[config.mk]
export PLATFORM = sky130hd
export DESIGN_NAME = aes_round_ctrl
export DESIGN_NICKNAME = d
export VERILOG_FILES = /design/src/rtl/aes_pkg.sv /design/src/rtl/aes_wait_timer.sv /design/src/rtl/aes_round_ctrl.sv
export SDC_FILE = /design/constraint.sdc
export NUM_CORES = 1
export LEC_CHECK = 0
export CELL_PAD_IN_SITES_DETAIL_PLACEMENT = 0
export CELL_PAD_IN_SITES_GLOBAL_PLACEMENT = 2
export CORE_AREA = 5 5 251 253
export DETAILED_ROUTE_END_ITERATION = 8
export DIE_AREA = 0 0 256 258
export PLACE_DENSITY = 0.75
export SLEW_MARGIN = 0
export SYNTH_ARGS = -nofsm -noshare
export SYNTH_HDL_FRONTEND = slang
export SYNTH_SLANG_ARGS = --single-unit
[constraint.sdc]
create_clock -name clk -period 4.3 [get_ports clk]
set_clock_uncertainty 0.15 [all_clocks]
set_input_delay 0.86 -clock clk [delete_from_list [all_inputs] [get_ports clk]]
set_output_delay 0.86 -clock clk [all_outputs]
set_load 0.02 [all_outputs]
[src/rtl/aes_pkg.sv]
// aes_pkg: shared AES block constants and controller state encodings
package aes_pkg;
    localparam int DATA_WIDTH = 128;
    localparam int NR         = 10;
    localparam int RIDX_W     = 4;
    localparam logic [1:0] IDLE  = 2'd0;
    localparam logic [1:0] ISSUE = 2'd1;
    localparam logic [1:0] WAIT  = 2'd2;
    localparam logic [1:0] DONE  = 2'd3;
endpackage

[src/rtl/aes_wait_timer.sv]
// aes_wait_timer: cycle counter with clear, enable and terminal-count flag at LIMIT-1
module aes_wait_timer #(
    parameter int LIMIT = 64
) (
    input  logic clk,
    input  logic rst,
    input  logic clr_i,
    input  logic en_i,
    output logic tc_o
);
    localparam int W = $clog2(LIMIT + 1);
    logic [W-1:0] cnt_q, cnt_d;
    assign tc_o = cnt_q == W'(LIMIT - 1);
    always_comb cnt_d = clr_i ? '0 : (en_i && !tc_o) ? cnt_q + W'(1) : cnt_q;
    always_ff @(posedge clk or negedge rst) begin
        if (!rst) cnt_q <= '0;
        else      cnt_q <= cnt_d;
    end
endmodule

[src/rtl/aes_round_ctrl.sv]
// aes_round_ctrl: iterative AES-128 encrypt sequencer driving a shared single-round datapath
module aes_round_ctrl #(
    parameter int DATA_WIDTH = aes_pkg::DATA_WIDTH,
    parameter int NR         = aes_pkg::NR,
    parameter int TIMEOUT    = 64
) (
    input  logic                  clk,
    input  logic                  rst,
    input  logic                  in_valid,
    output logic                  in_ready,
    input  logic [DATA_WIDTH-1:0] in_data,
    output logic [3:0]            rk_idx,
    input  logic [DATA_WIDTH-1:0] rk_data,
    output logic                  dp_valid_out,
    output logic [DATA_WIDTH-1:0] dp_data_out,
    output logic                  dp_last_round,
    input  logic                  dp_valid_in,
    input  logic [DATA_WIDTH-1:0] dp_data_in,
    output logic                  out_valid,
    input  logic                  out_ready,
    output logic [DATA_WIDTH-1:0] out_data,
    output logic                  busy,
    output logic                  err_spurious,
    output logic                  err_timeout,
    input  logic                  err_clr
);
    import aes_pkg::*;

    logic [1:0]            st_q, st_d;
    logic [RIDX_W-1:0]     rnd_q, rnd_d;
    logic [DATA_WIDTH-1:0] blk_q, blk_d;
    logic                  err_sp_q, err_sp_d, err_to_q, err_to_d;
    logic                  tc, last, timeout;

    assign last    = rnd_q == RIDX_W'(NR);
    assign timeout = st_q == WAIT && !dp_valid_in && tc;

    aes_wait_timer #(.LIMIT(TIMEOUT)) u_timer (
        .clk   (clk),
        .rst   (rst),
        .clr_i (st_q != WAIT),
        .en_i  (st_q == WAIT && !dp_valid_in),
        .tc_o  (tc)
    );

    always_comb begin
        st_d  = st_q;
        rnd_d = rnd_q;
        blk_d = blk_q;
        case (st_q)
            IDLE: if (in_valid) begin
                blk_d = in_data ^ rk_data;
                rnd_d = RIDX_W'(1);
                st_d  = ISSUE;
            end
            ISSUE: st_d = WAIT;
            WAIT: if (dp_valid_in) begin
                blk_d = dp_data_in;
                rnd_d = last ? rnd_q : rnd_q + RIDX_W'(1);
                st_d  = last ? DONE : ISSUE;
            end else if (tc) begin
                blk_d = '0;
                rnd_d = '0;
                st_d  = IDLE;
            end
            default: st_d = out_ready ? IDLE : DONE;
        endcase
    end

    // a new error event beats a simultaneous clear
    assign err_sp_d = (dp_valid_in && st_q != WAIT) || (err_sp_q && !err_clr);
    assign err_to_d = timeout || (err_to_q && !err_clr);

    always_ff @(posedge clk or negedge rst) begin
        if (!rst) begin
            st_q     <= IDLE;
            rnd_q    <= '0;
            blk_q    <= '0;
            err_sp_q <= 1'b0;
            err_to_q <= 1'b0;
        end else begin
            st_q     <= st_d;
            rnd_q    <= rnd_d;
            blk_q    <= blk_d;
            err_sp_q <= err_sp_d;
            err_to_q <= err_to_d;
        end
    end

    assign in_ready      = st_q == IDLE;
    assign busy          = st_q != IDLE;
    assign rk_idx        = in_ready ? '0 : rnd_q;
    assign dp_valid_out  = st_q == ISSUE;
    assign dp_data_out   = dp_valid_out ? blk_q : '0;
    assign dp_last_round = (st_q == ISSUE || st_q == WAIT) && last;
    assign out_valid     = st_q == DONE;
    assign out_data      = out_valid ? blk_q : '0;
    assign err_spurious  = err_sp_q;
    assign err_timeout   = err_to_q;
endmodule

After elaboration in Yosys (flattened, before gate mapping) --
Index checks and enable logic that the tools add are counted.
Storage, ports and cells: flip-flop bits (word level) 143, logic and storage cells 58, input port bits 390, output and inout bits 267
Operators by class: eq/ne operators 9, bitwise logic cells 1, add/sub/neg operators 2, multiplexer cells 20, reductions and logical operators 20
Operators with widths (number):
- 128-bit 2-to-1 mux | 5
- 128-bit one-hot mux with 2 select lines | 1
- 128-bit XOR | 1
- 4-bit 2-to-1 mux | 5
- 7-bit 2-to-1 mux | 2
- 2-bit 2-to-1 mux | 5
- 4-bit one-hot mux with 2 select lines | 1
- 7-bit by 1-bit adder with 7-bit output, second input constant | 1
- 7-bit by 6-bit == test with 1-bit output, second input constant | 1
- 1-bit logical AND | 7
- 3-bit inequality test, second input constant | 2
- 2-bit one-hot mux with 3 select lines | 1
- 2-bit nonzero test | 3
- 4-bit by 1-bit adder with 4-bit output, second input constant | 1
- 2-bit == test, second input constant | 2
- 4-bit == test, second input constant | 1
- 2-bit inequality test, second input constant | 2
- 4-bit AND reduction | 1
- 1-bit logical NOT | 3
- 1-bit logical OR | 3
- 3-bit AND reduction | 1
- 2-bit by 1-bit == test with 1-bit output, second input constant | 1
- 2-bit logical NOT | 1
- 2-bit AND reduction | 1

Logic depth before layout (Yosys ltp) --
Gate-level depths: netlist of the first run.
depth after elaboration 5, depth in mapped cells 10, depth with buffers taken out 6

Modules after synthesis --
Synthesis of the first run repeated with hierarchy kept, for this count alone.
Second synthesis, totals: cell total of the unflattened synthesis 1079, area total of the unflattened synthesis 9342.7 µm²
Modules (own cells, without submodules):
- aes_round_ctrl | instances 1, cells an instance 1037, area each 8922.3 µm²
- aes_wait_timer | instances 1, cells an instance 42, area each 420.4 µm²

Worst setup path after synthesis of the first run --
Ideal clock, no wire load.
path kind reg-to-output, start register st_q[1], end output dp_data_out[100], required time 3.290 ns, stages on the path, launching flop included 6, path slack 1.775 ns, arrival time 1.515 ns, cells stage by stage dfrtp_1 -> inv_1 -> ha_1 -> clkbuf_1 -> clkbuf_1 -> and2_1
On the way: word-level cells in the longest chain between the ends 2
RTL lines:
- from (decl) | line aes_round_ctrl.sv:29 | logic [1:0] st_q, st_d;
- from (signal assigned) | line aes_round_ctrl.sv:82 | st_q <= st_d;
- 2-bit by 1-bit == test with 1-bit output | line aes_round_ctrl.sv:93 | assign dp_valid_out = st_q == ISSUE;
- named net dp_valid_out | line aes_round_ctrl.sv:14 | output logic dp_valid_out,
- 128-bit 2-to-1 mux | line aes_round_ctrl.sv:94 | assign dp_data_out = dp_valid_out ? blk_q : '0;
- to (decl) | line aes_round_ctrl.sv:15 | output logic [DATA_WIDTH-1:0] dp_data_out,
The timed path passes the listed nets, and every way through them passes these cells.

Final worst setup path of the first run --
start register st_q[1], end output dp_data_out[62]
On the way: word-level cells in the longest chain between the ends 2
RTL lines (line):
- 2-bit by 1-bit == test with 1-bit output | aes_round_ctrl.sv:93
- 128-bit 2-to-1 mux | aes_round_ctrl.sv:94
Every way passes these cells.

==> results.tsv, run 1 <==
metric	value	unit
outcome	finished, final reports clean	
cts_resized	0	
insertion_delay	0.45	ns
dp_cells	2456	
wl_per_cell	18.30	µm
clock-sinks	143	
worst_path_largest_cell_delay	0.66	ns
cts_setup_buffers	0	
setup_violations	0	
rsz0062_at_grt	no	
final_antenna_net_count	0	
relSlewSlack	45.67	%
gp_congestion	0.8127	
crit_arrival	2.71	ns
dpl_cell_area	17680	µm²
stdcell_count	2487	
drt_iter0_markers	441	
root_buffer	clkbuf_16	
firstDrtPassIters	5	
cp_max_fo	130	
setup_slack	0.5762	ns
avgSynthCellArea	9.732	µm²
cpLargestDelayFamily	buffers and inverters	
track_usage	13.34	%
end_kind	primary output	
die_h	258	µm
antennaDiodeCount	0	
nets	2082	
grt_pass1_wl	67510	µm
cts.hold.buffers_added	0	
timing.fmax	0.2685	GHz
antenna_found_initial	0	
ys_seq_elements	143	
hp-class	input pin to asynchronous set/reset pin	
die_w	256	µm
crit_chain	inv_1, ha_4, buf_12, and2_1, clkdlybuf4s50_1	
clk_path_buf_depth	2	
worst_slew_pin_slew	0.8150	ns
ir_drop	0.0003884	V
report.final.slew_viol_count	0	
place_hpwl	35290	µm
period_share	86.60	%
cts.reportedPaths.clkPinSlew	0.07	ns
synthCells	1064	
pre_cts_ws	1.106	ns
stdcell_area	18290	µm²
numCtsBuffers	17	
hold_viol_final	0	
required	3.29	ns
critPathLaunchType	flip-flop	
p_per_area	642.1	nW/µm²
fp.dieArea	66050	µm²
min_period	3.724	ns
fin_tns_setup	0	ns
drcViolationCount	0	
htree_num_levels	4	
io_buffers	656	
drive_above_1_share	10.96	%
routed_wl	45510	µm
cap_violations	0	
start_util	17.03	%
flow.area_growth_from_synthesis	76.60	%
cts_tree	built	
via_per_inst	3.881	
core_area	60800	µm²
p_leak	7.046	nW
vias	9653	
path_buf_inv	3	
synth_area	10350	µm²
synth.yosys.seq_area_share	34.56	%
grt_pass1_vias	10440	
rows	91	
synth.distinct_cells	40	
grt_overflow	0	
crit_slowest_cell	clkdlybuf4s50_1	
utilization	30.08	%
grt_max_degree	131	
syn_nets	1461	
io_pins	657	
yosysWarnings	0	
path_class	flip-flop to primary output	
[layout by cell type (no fill, tap or decap), drive strengths merged, types with 4 or more instances in the layout]
master,n
nor2,9
ha,7
buf,19
and2,257
xnor2,130
inv,12
mux2,128
clkbuf,20
o21ai,134
dfrtp,143
clkdlybuf4s50,655
nand2,133
nand3,6
a21oi,4
o31ai,4
[cells by family (layout without fill, tap and decap cells)]
kind of cell               count (synthesis)  in the layout  synth area share, %
AOI/OAI and AO/OA                        149            149                7.612
adders and majority gates                  7              7               0.8458
buffers and inverters                     81            714                5.075
xor gates and xnor gates                 131            131                11.08
muxes                                    131            131                18.56
DFF                                      143            143                34.56
and+or+nand+nor                          422            422                22.27
[through the flow]
step           power [mW]  hold slack, ns
6_report            11.74          0.3081
5_1_grt             12.46          0.3597
4_1_cts             11.97          0.3012
3_5_place_dp        10.28          0.3548
3_3_place_gp        10.24          0.3493
2_1_floorplan       7.354          0.3375
[report_power, final]
part | internal, mW | total (mW) | switching, mW
clock network | 0.932 | 1.59 | 0.656
logic | 4.03 | 7.57 | 3.54
registers | 2.02 | 2.58 | 0.557
[layout make-up]
cell class / count / area [µm²]
clock buffer: 20 / 446.7
tap: 790 / 988.4
fill: 6376 / 42510
inverter: 9 / 33.78
multi-input combinational: 840 / 6291
sequential: 143 / 3578
clock inverter: 11 / 157.7
timing repair buffer: 674 / 6790
[worst register-to-register path: stages, from the launching register on]
cell and delay (ns):
dfrtp_1 0.45, inv_1 0.17, ha_4 0.59, nand2b_1 0.22, a21oi_4 0.25, nor2_4 0.09
buf_12 0.20, mux2_4 0.69
[state kept, by name, summed over array words and instances, names as in the netlist]
| signal | count |
|---|---|
| st_q | 2 |
| err_spurious | 1 |
| u_timer.cnt_q | 7 |
| blk_q | 128 |
| err_timeout | 1 |
| rnd_q | 4 |
[worst paths after layout]
| kind | from | to | slack [ns] | cells past startpoint |
|---|---|---|---|---|
| setup / recovery | st_q[1]$_DFFE_PN0P_ | dp_data_out[62] | 0.58 | 5 |
| hold / removal | rst | blk_q[48]$_DFFE_PN0P_ | 0.31 | 1 |
| setup reg to reg | st_q[0]$_DFFE_PN0P_ | blk_q[84]$_DFFE_PN0P_ | 1.39 | 7 |
| hold reg to reg | blk_q[49]$_DFFE_PN0P_ | blk_q[49]$_DFFE_PN0P_ | 0.37 | 1 |
| max in group asynchronous | rst | u_timer.cnt_q[5]$_DFFE_PN0P_ | 2.73 | 2 |
| min in group clk | blk_q[49]$_DFFE_PN0P_ | blk_q[49]$_DFFE_PN0P_ | 0.37 | 1 |
[cell usage after synthesis]
| library cell | n | area [µm²] |
|---|---|---|
| and2_1 | 257 | 1608 |
| dfrtp_1 | 143 | 3578 |
| nand2_1 | 133 | 499.2 |
| o21ai_0 | 132 | 660.6 |
| xnor2_1 | 130 | 1139 |
| mux2_4 | 120 | 1802 |
| clkbuf_1 | 44 | 165.2 |
| buf_2 | 13 | 65.06 |
| buf_12 | 11 | 220.2 |
| inv_1 | 9 | 33.78 |
| mux2_2 | 8 | 90.09 |
| nor2_1 | 8 | 30.03 |
| ha_1 | 7 | 87.58 |
| nand3_1 | 6 | 30.03 |
| o31ai_1 | 4 | 30.03 |
| a21oi_1 | 3 | 15.01 |
| buf_6 | 3 | 33.78 |
| mux2i_1 | 3 | 30.03 |
| nand3b_1 | 3 | 22.52 |
| nor2b_1 | 3 | 18.77 |
| a31oi_1 | 2 | 12.51 |
| nand2b_1 | 2 | 12.51 |
| nor3_1 | 2 | 10.01 |
| o32ai_1 | 2 | 17.52 |
| a21oi_4 | 1 | 16.27 |
| a41oi_1 | 1 | 8.760 |
| and3_4 | 1 | 11.26 |
| and3b_4 | 1 | 12.51 |
| buf_4 | 1 | 7.510 |
| nand4b_1 | 1 | 8.760 |
| nor2_4 | 1 | 11.26 |
| nor4b_1 | 1 | 8.760 |
| o211ai_1 | 1 | 7.510 |
| o21ai_1 | 1 | 5.000 |
| o21ai_2 | 1 | 8.760 |
| o22ai_1 | 1 | 6.260 |
| or2_2 | 1 | 6.260 |
| or3b_1 | 1 | 8.760 |
| or4_1 | 1 | 7.510 |
| xor2_1 | 1 | 8.760 |
[routing by layer]
metal  wire [µm]  track usage [%]  up-vias
li1            -                -     4706
met1       18340            15.22     4480
met2       22980            23.49      424
met3        3104            4.517       43
met4        1090            4.468        0
met5           0                0        -
(Power assumes the default switching activity.)
==> run 2, diff against run 1 <==
--- a/config.mk
+++ b/config.mk
@@ -5,12 +5,13 @@
 export SDC_FILE = /design/constraint.sdc
 export NUM_CORES = 1
 export LEC_CHECK = 0
+export ABC_AREA = 1
 export CELL_PAD_IN_SITES_DETAIL_PLACEMENT = 0
 export CELL_PAD_IN_SITES_GLOBAL_PLACEMENT = 2
-export CORE_AREA = 5 5 251 253
+export CORE_AREA = 4 4 250 252
 export DETAILED_ROUTE_END_ITERATION = 8
-export DIE_AREA = 0 0 256 258
-export PLACE_DENSITY = 0.75
+export DIE_AREA = 0 0 254 256
+export PLACE_DENSITY = 0.86
 export SLEW_MARGIN = 0
 export SYNTH_ARGS = -nofsm -noshare
 export SYNTH_HDL_FRONTEND = slang
==> results.tsv, run 2 <==
metric	value	unit	change
synthCells	1760		was 1,064
period_share	88.75	%	was 86.60%
crit_slowest_cell	clkdlybuf4s50_1		unchanged
end_kind	primary output		unchanged
firstDrtPassIters	5		unchanged
final_antenna_net_count	0		unchanged
track_usage	15.06	%	was 13.34%
core_area	60130	µm²	was 60,800 µm²
grt_overflow	0		unchanged
ys_seq_elements	143		unchanged
cts.reportedPaths.clkPinSlew	0.06	ns	was 0.07 ns
p_leak	10.31	nW	was 7.046 nW
crit_arrival	2.81	ns	was 2.71 ns
outcome	finished, final reports clean		unchanged
synth_ff_type	dfrtp_1		unchanged
insertion_delay	0.47	ns	was 0.45 ns
cts_resized	0		unchanged
worst_slew_pin_slew	0.8452	ns	was 0.8150 ns
routed_wl	50620	µm	was 45,510 µm
vias	12450		was 9,653
synth_top_area_share	33.45	%	was 34.56%
path_class	flip-flop to primary output		unchanged
fp.dieArea	65020	µm²	was 66,050 µm²
path_buf_inv	3		unchanged
root_buffer	clkbuf_16		unchanged
cts_tree	built		unchanged
largest_register_ffs	128		unchanged
synth_area	10700	µm²	was 10,350 µm²
wl_per_cell	16.10	µm	was 18.30 µm
rows	90		was 91
nFillCells	6584		was 6,376
multi_input_area	5654	µm²	was 6291 µm²
fin_tns_setup	0	ns	unchanged
final_common_cell	nand2_1		was clkdlybuf4s50_1
critPathLaunchType	flip-flop		unchanged
regMostFlops	blk_q		unchanged
cpLargestDelayFamily	buffers and inverters		unchanged
clock-sinks	143		unchanged
hp-class	input pin to asynchronous set/reset pin		unchanged
final_cell_mix	nand2_1 (926), clkdlybuf4s50_1 (655), inv_1 (273), dfrtp_1 (143), nand3_1 (137)		was clkdlybuf4s50_1 (655), and2_1 (256), dfrtp_1 (143), nand2_1 (133), o21ai_0 (132)
yosys-top-cells-count	nand2_1 (926), inv_1 (276), dfrtp_1 (143)		was and2_1 (257), dfrtp_1 (143), nand2_1 (133)
worst_path_largest_cell_delay	0.63	ns	was 0.66 ns
hold_viol_final	0		unchanged
start_util	17.79	%	was 17.03%
avgSynthCellArea	6.079	µm²	was 9.732 µm²
antennaDiodeCount	0		unchanged
drive_above_1_share	2.498	%	was 10.96%
syn_nets	2157		was 1,461
flow.area_growth_from_synthesis	74.28	%	was 76.60%
synth.distinct_cells	23		was 40
required	3.29	ns	about the same
gp_congestion	0.8310		was 0.8127
synth_edf_count	0		unchanged
drt_iter0_markers	521		was 441
grt_pass1_wl	75850	µm	was 67,510 µm
crit_chain	ha_4, buf_12, nand2_1, inv_1, clkdlybuf4s50_1		was inv_1, ha_4, buf_12, and2_1, clkdlybuf4s50_1
antenna_found_initial	0		unchanged
ys_top_cells_by_area	dfrtp_1 (33%), nand2_1 (32%), xor2_1 (11%)		was dfrtp_1 (35%), mux2_4 (17%), and2_1 (16%)
die_w	254	µm	was 256 µm
reg_top3	blk_q (128), u_timer.cnt_q (7), rnd_q (4)		unchanged
synth.yosys.seq_area_share	33.45	%	was 34.56%
nets	2747		was 2,082
cap_violations	0		unchanged
p_per_area	563.6	nW/µm²	was 642.1 nW/µm²
clk_path_buf_depth	2		unchanged
yosysMostFrequentCell	nand2_1		was and2_1
ir_drop	0.0004154	V	was 0.0003884 V
rsz0062_at_grt	no		unchanged
htree_num_levels	4		unchanged
grt_pass1_vias	13100		was 10,440
synth_top_area_cell	dfrtp_1		unchanged
regArea	3578	µm²	unchanged
grt_max_degree	130		was 131
drcViolationCount	0		unchanged
via_per_inst	3.958		was 3.881
numCtsBuffers	17		unchanged
yosysWarnings	0		unchanged
io_pins	657		unchanged
relSlewSlack	43.65	%	was 45.67%
cp_max_fo	65		was 130
stdcell_count	3144		was 2,487
async_reset_ff_share	100.0	%	unchanged
cp.depth	5		unchanged
min_period	3.816	ns	was 3.724 ns
timing.fmax	0.2620	GHz	was 0.2685 GHz
report.final.slew_viol_count	0		unchanged
cts.hold.buffers_added	0		unchanged
place_hpwl	38500	µm	was 35,290 µm
io_buffers	656		unchanged
dp_cells	3113		was 2,456
r2r_cells	9		was 7
cts_setup_buffers	0		unchanged
die_h	256	µm	was 258 µm
setup_violations	0		unchanged
## run 2: changes by cell type after synthesis, moves of 127 or more
cell     before  now
xor2_1        1  129
o21ai_0     132    5
xnor2_1     130    3
nand3_1       6  138
nand2_1     133  926
inv_1         9  276
and2_1      257    0
## run 2: worst paths after layout
check	end	slack [ns]	from
setup / recovery	out_data[57]	0.48	st_q[0]$_DFFE_PN0P_
hold / removal	blk_q[79]$_DFFE_PN0P_	0.26	rst
setup reg to reg	blk_q[109]$_DFFE_PN0P_	1.51	st_q[0]$_DFFE_PN0P_
hold reg to reg	blk_q[6]$_DFFE_PN0P_	0.36	blk_q[6]$_DFFE_PN0P_
max in group asynchronous	rnd_q[3]$_DFFE_PN0P_	2.95	rst
min in group clk	blk_q[6]$_DFFE_PN0P_	0.36	blk_q[6]$_DFFE_PN0P_
## run 2: kinds of logic after synthesis
family                   synth area share [%]
adder cells (fa/ha/maj)                0.8186
XOR/XNOR                                10.81
flip-flops                              33.45
AND/OR/NAND/NOR                         39.98
buffers and inverters                   14.06
AO/OA/AOI/OAI                          0.8889
## run 2: metrics by stage
stage	hold WS [ns]	utilization, %	cell area (µm²)	worst slack, ns	total power, mW
floorplan	0.3168	-	10700	1.662	6.096
global placement	0.3333	29.98	18030	0.9666	9.055
detailed placement	0.3430	29.98	18030	0.9072	9.108
CTS	0.2603	31.01	18650	0.3752	10.79
global route	0.2942	31.01	18650	0.2743	11.45
finish	0.2601	31.01	18650	0.4837	10.51
## run 2: area by class of cell
class	count	area share (%)
timing repair buffer	672	36.34
multi-input combinational	1240	30.32
sequential	143	19.19
inverter	276	5.596
tap	782	5.247
clock buffer	22	2.597
clock inverter	9	0.7113
## run 2: layer usage
metal | up-vias | track usage (%) | routed length, µm
li1 | 6281 | - | -
met1 | 5727 | 16.88 | 19920
met2 | 394 | 28.17 | 26780
met4 | 0 | 4.511 | 990
met3 | 43 | 3.374 | 2929
met5 | - | 0 | 0
## run 2: power breakdown
part           switching (mW)  internal (mW)
registers               0.631           1.98
logic                    3.88           2.42
clock network           0.635          0.969
total                    5.14           5.37
